### config.mk
export PLATFORM = sky130hd
export DESIGN_NAME = mac24_core
export DESIGN_NICKNAME = d
export VERILOG_FILES = /design/src/rtl/mac24_core.sv
export SDC_FILE = /design/constraint.sdc
export NUM_CORES = 2
export LEC_CHECK = 0
export CAP_MARGIN = 20
export CELL_PAD_IN_SITES_DETAIL_PLACEMENT = 1
export CELL_PAD_IN_SITES_GLOBAL_PLACEMENT = 2
export CORE_MARGIN = 3
export CORE_UTILIZATION = 42
export DETAILED_ROUTE_END_ITERATION = 7
export HOLD_SLACK_MARGIN = 0.02
export PLACE_DENSITY_LB_ADDON = 0.1
export SLEW_MARGIN = 20
export SYNTH_ARGS = -nofsm -noshare
export SYNTH_HDL_FRONTEND = slang
export SYNTH_SLANG_ARGS = --single-unit
### constraint.sdc
create_clock -name clock -period 10.1 [get_ports clock]
set_input_delay 2.02 -clock clock [delete_from_list [all_inputs] [get_ports clock]]
set_output_delay 2.02 -clock clock [all_outputs]
set_load 0.05 [all_outputs]
### src/rtl/mac24_core.sv
// ---------------------------------------------------------------------------
// mac24_core
//
// Purpose:
//   Multiply-accumulate core for 24-bit signed samples. Two 16 x 24 RAMs
//   (coefficients and data) have synchronous writes and combinational reads.
//   The two words read in a cycle are multiplied into a registered 47-bit
//   product on the next edge. That product can then be added into a 50-bit
//   signed accumulator on the edge after.
//
// Ports:
//   clock          in   1   single clock, rising edge
//   reset_n        in   1   asynchronous active-low reset
//   coeff_wr       in   1   coefficient RAM write strobe
//   coeff_wr_addr  in   4   coefficient RAM write address
//   coeff_wr_data  in  24   coefficient RAM write data
//   coeff_rd_addr  in   4   coefficient RAM read address
//   data_wr        in   1   data RAM write strobe
//   data_wr_addr   in   4   data RAM write address
//   data_wr_data   in  24   data RAM write data
//   data_rd_addr   in   4   data RAM read address
//   mult_en        in   1   load product from the current RAM read words
//   acc_clear      in   1   clear accumulator (wins over acc_en)
//   acc_en         in   1   add product into accumulator
//   coeff          out 24   coefficient RAM read data
//   data           out 24   data RAM read data
//   product        out 47   registered signed product
//   product_valid  out  1   mult_en delayed by one cycle
//   accum          out 50   registered signed accumulator
//   accum_valid    out  1   high for the cycle after an accumulate
//
// Configuration:
//   MAC24_ACC_SAT_EN  defined   -> accumulator saturates on overflow
//                     undefined -> accumulator wraps modulo 2^50
// ---------------------------------------------------------------------------
module mac24_core (
  input  logic        clock,
  input  logic        reset_n,
  input  logic        coeff_wr,
  input  logic [3:0]  coeff_wr_addr,
  input  logic [23:0] coeff_wr_data,
  input  logic [3:0]  coeff_rd_addr,
  input  logic        data_wr,
  input  logic [3:0]  data_wr_addr,
  input  logic [23:0] data_wr_data,
  input  logic [3:0]  data_rd_addr,
  input  logic        mult_en,
  input  logic        acc_clear,
  input  logic        acc_en,
  output logic [23:0] coeff,
  output logic [23:0] data,
  output logic [46:0] product,
  output logic        product_valid,
  output logic [49:0] accum,
  output logic        accum_valid
);

  logic [23:0] coeff_mem [16];
  logic [23:0] data_mem  [16];

  logic [46:0] mult_trunc;
  logic        mult_corner;
  logic [46:0] product_next;
  logic [49:0] accum_sum;

  // RAM storage is deliberately left out of reset. Reads are combinational,
  // so a same-cycle write to the read address only shows up after the edge.
  always_ff @(posedge clock) begin
    if (coeff_wr) begin
      coeff_mem[coeff_wr_addr] <= coeff_wr_data;
    end
    if (data_wr) begin
      data_mem[data_wr_addr] <= data_wr_data;
    end
  end

  assign coeff = coeff_mem[coeff_rd_addr];
  assign data  = data_mem[data_rd_addr];

  // Operands are sign-extended to 47 bits, so the multiply gives the product
  // already truncated to bits [46:0]. The only pair whose true product does
  // not fit is -2^23 x -2^23 = +2^46. That case is clamped to +2^46-1 rather
  // than left to wrap negative.
  assign mult_trunc   = $signed({{23{data[23]}}, data}) * $signed({{23{coeff[23]}}, coeff});
  assign mult_corner  = (data == 24'h800000) && (coeff == 24'h800000);
  assign product_next = mult_corner ? 47'h3FFF_FFFF_FFFF : mult_trunc;

`ifdef MAC24_ACC_SAT_EN
  // The sum is formed one bit wider. Signed overflow shows up as a mismatch
  // between the two top bits, and bit 50 gives the true sign of the result.
  logic [50:0] accum_wide;

  assign accum_wide = {accum[49], accum} + {{4{product[46]}}, product};

  always_comb begin
    accum_sum = accum_wide[49:0];
    if (accum_wide[50] != accum_wide[49]) begin
      accum_sum = accum_wide[50] ? 50'h2_0000_0000_0000 : 50'h1_FFFF_FFFF_FFFF;
    end
  end
`else
  // The plain 50-bit add wraps modulo 2^50.
  assign accum_sum = accum + {{3{product[46]}}, product};
`endif

  // Multiplier stage: the product holds whenever mult_en is low.
  always_ff @(posedge clock or negedge reset_n) begin
    if (!reset_n) begin
      product       <= '0;
      product_valid <= 1'b0;
    end else begin
      product_valid <= mult_en;
      if (mult_en) begin
        product <= product_next;
      end
    end
  end

  // Accumulator stage: clear beats enable, and accum_valid flags only a real
  // accumulate, not a clear.
  always_ff @(posedge clock or negedge reset_n) begin
    if (!reset_n) begin
      accum       <= '0;
      accum_valid <= 1'b0;
    end else begin
      accum_valid <= acc_en & ~acc_clear;
      if (acc_clear) begin
        accum <= '0;
      end else if (acc_en) begin
        accum <= accum_sum;
      end
    end
  end

endmodule

==> flow_metrics.tcl <==
set metrics [dict create \
    period_minus_slack_ns 9.60 \
    route.vias.total 35200 \
    grt_pass1_vias 39100 \
    drtPass1Iterations 5 \
    cts_max_path_buffers 3 \
    grt_overflow_total 0 \
    die_w_um 372 \
    nets 5684 \
    start_util_pct 42.5 \
    synth_xor_area_share_pct 1.47 \
    ys_seq_elements 867 \
    crit_type "in -> reg" \
    cts_made_buffers 93 \
    cpPeakStageDelay_ns 0.66 \
    critPathLaunchType "primary input" \
    seq_area_frac_synth_pct 45.5 \
    grt_pass1_wl_um 248000 \
    cp_max_fo 17 \
    synth_area_um2 56200 \
    port_buffers 217 \
    synth-edff-count 768 \
    clk_pin_slew_ns 0.06 \
    cp_data_arrival_time_ns 10.15 \
    synth_common_cells "768 x edfxtp_1, 693 x inv_1, 600 x fa_1" \
    cts_tree "done" \
    place_congestion 0.864 \
    clock_skew_ns 0.0441 \
    max-cap-violations 0 \
    ys.flop_type "edfxtp_1" \
    avgSynthCellArea_um2 13.1 \
    synthMostInstantiatedCell "edfxtp_1" \
    coreArea_um2 132000 \
    yosys.area_share.simple_pct 7.14 \
    drive_gt1_share_pct 16.9 \
    tightest_slew_ns 1.01 \
    rsz0062_at_grt "false" \
    detail-route-antenna-nets 0 \
    ioPinCount 218 \
    die_area_um2 138000 \
    antenna_found_initial 9 \
    yosys.area_share.adder_pct 25.4 \
    ys_warn_count 0 \
    cp-end-kind "register" \
    crit_buf_inv 10 \
    rows 133 \
    timing.critical_path.mode_cell "fa_1" \
    slowest_stage "clkdlybuf4s50_1" \
    clock-sinks 867 \
    drcViolationCount 0 \
    area_growth_pct 18.6 \
    synth_top_family_by_area "adder cells" \
    dieHeight_um 372 \
    design_area_um2 66600 \
    max_freq_ghz 0.104 \
    pre_cts_ws_ns -0.270 \
    placed_cell_area_um2 63700 \
    synth.mux.area_fraction_pct 8.93 \
    synthCells 4294 \
    hold_path_class "reg -> reg" \
    syn_nets 5146 \
    h-tree-depth 3 \
    grt_max_degree 75 \
    required_ns 10.66 \
    drt_iter0_drc 2386 \
    clk_latency_ns 0.72 \
    wl_um 164000 \
    crit_family "adder cells" \
    via_per_inst 5.28 \
    async_flop_share_pct 11.4 \
    slew_headroom_pct 31.6 \
    holdWs_ns 0.556 \
    track_usage_pct 24.2 \
    synthDominantCellAreaShare_pct 41.1 \
    yosys.area.top_type "edfxtp_1" \
    seq_area_um2 25500 \
    worst_slack_ns 0.501 \
    slew_violations 0 \
    cts_root_buf "clkbuf_16" \
    ctsResizeCount 0 \
    fillers 13500 \
    fin_crit_sh_pct 95.0 \
    hpwl_um 122000 \
    hold_viol 0 \
    synthTopCellsByArea "edfxtp_1 41%, fa_1 21%, mux4_2 8.1%" \
    wl_per_cell_um 24.5 \
    setup_viol 0 \
    synth_compound_area_share_pct 5.48 \
    synth_cell_types 76 \
    status "complete, no violations" \
    postCtsSetupBuffers 0 \
    hold_buffers 0 \
    multiInputGateArea_um2 27400 \
]
==> state kept, by name (all words and copies together), names as in the netlist <==
signal	count
coeff_mem	384
data_mem	384
accum	50
product	47
accum_valid	1
product_valid	1
==> metrics by stage <==
stage | utilization, % | cells | TNS [ns]
6_report | 50.4 | 6666 | 0
5_1_grt | 50.4 | 6663 | 0
4_1_cts | 50.4 | 6661 | 0
3_5_place_dp | 48.2 | 6492 | -1.79
3_3_place_gp | 48.2 | 6492 | -1.07
2_1_floorplan | - | 4294 | -0.00702
==> worst paths after layout <==
| check | slack [ns] | depth (start not counted) | endpoint | startpoint |
|---|---|---|---|---|
| hold / removal | 0.56 | 2 | accum[33] | accum[33] |
| max in group asynchronous | 7.61 | 2 | product[45] | reset_n |
| setup reg to reg | 1.95 | 28 | product[43] | coeff_mem[15][0] |
| hold reg to reg | 0.56 | 2 | accum[33] | accum[33] |
| min in group asynchronous | 1.33 | 1 | accum[2] | reset_n |
| setup / recovery | 0.50 | 31 | product[46] | coeff_rd_addr[2] |
==> kinds of logic (layout without fill, tap and decap cells) <==
kind of cell             Yosys count  in the layout
AO/OA/AOI/OAI                    469            469
XOR/XNOR                          94             94
adder cells (fa/ha/maj)          781            781
buffers and inverters            891           1503
flip-flops                       867            867
multiplexers                     247            247
other                              0              5
AND/OR/NAND/NOR                  945            945
==> layer usage <==
metal  track usage (%)  wire, µm
met1              34.3     73700
met2              39.9     78500
met3              3.27      8000
met4              5.48      3280
met5                 0        55
==> layout make-up <==
cell class              instances  share of cell area, %
diodes                          5                 0.0188
multi-input cells            2536                   41.1
inverters                     697                   3.93
clock buffers                 105                   3.58
repair buffers                637                   8.96
clock inverters                64                  0.800
flip-flops and latches        867                   38.3
well taps                    1755                   3.30
==> tightest hold or removal path, delay by kind of cell, from the launching register on <==
family | cells | cell delay [ns]
DFF | 1 | 0.37
and+or+nand+nor | 1 | 0.07
muxes | 1 | 0.08
==> cells in the final DEF (no fill, tap or decap), drive strengths merged, types with 32 or more instances in the layout <==
cell type,count
fa,600
clkdlybuf4s50,209
xor2,32
nor2,275
a21o,50
mux4,203
clkinv,57
clkbuf,105
a21oi,164
nand2,486
inv,699
buf,428
ha,181
dfrtp,99
o21ai,63
mux2i,41
edfxtp,768
a22oi,61
xnor2,62
Power is left out: the tool's default activity adds up to more than one toggle a clock period on the data nets, which glitch-free logic cannot reach.
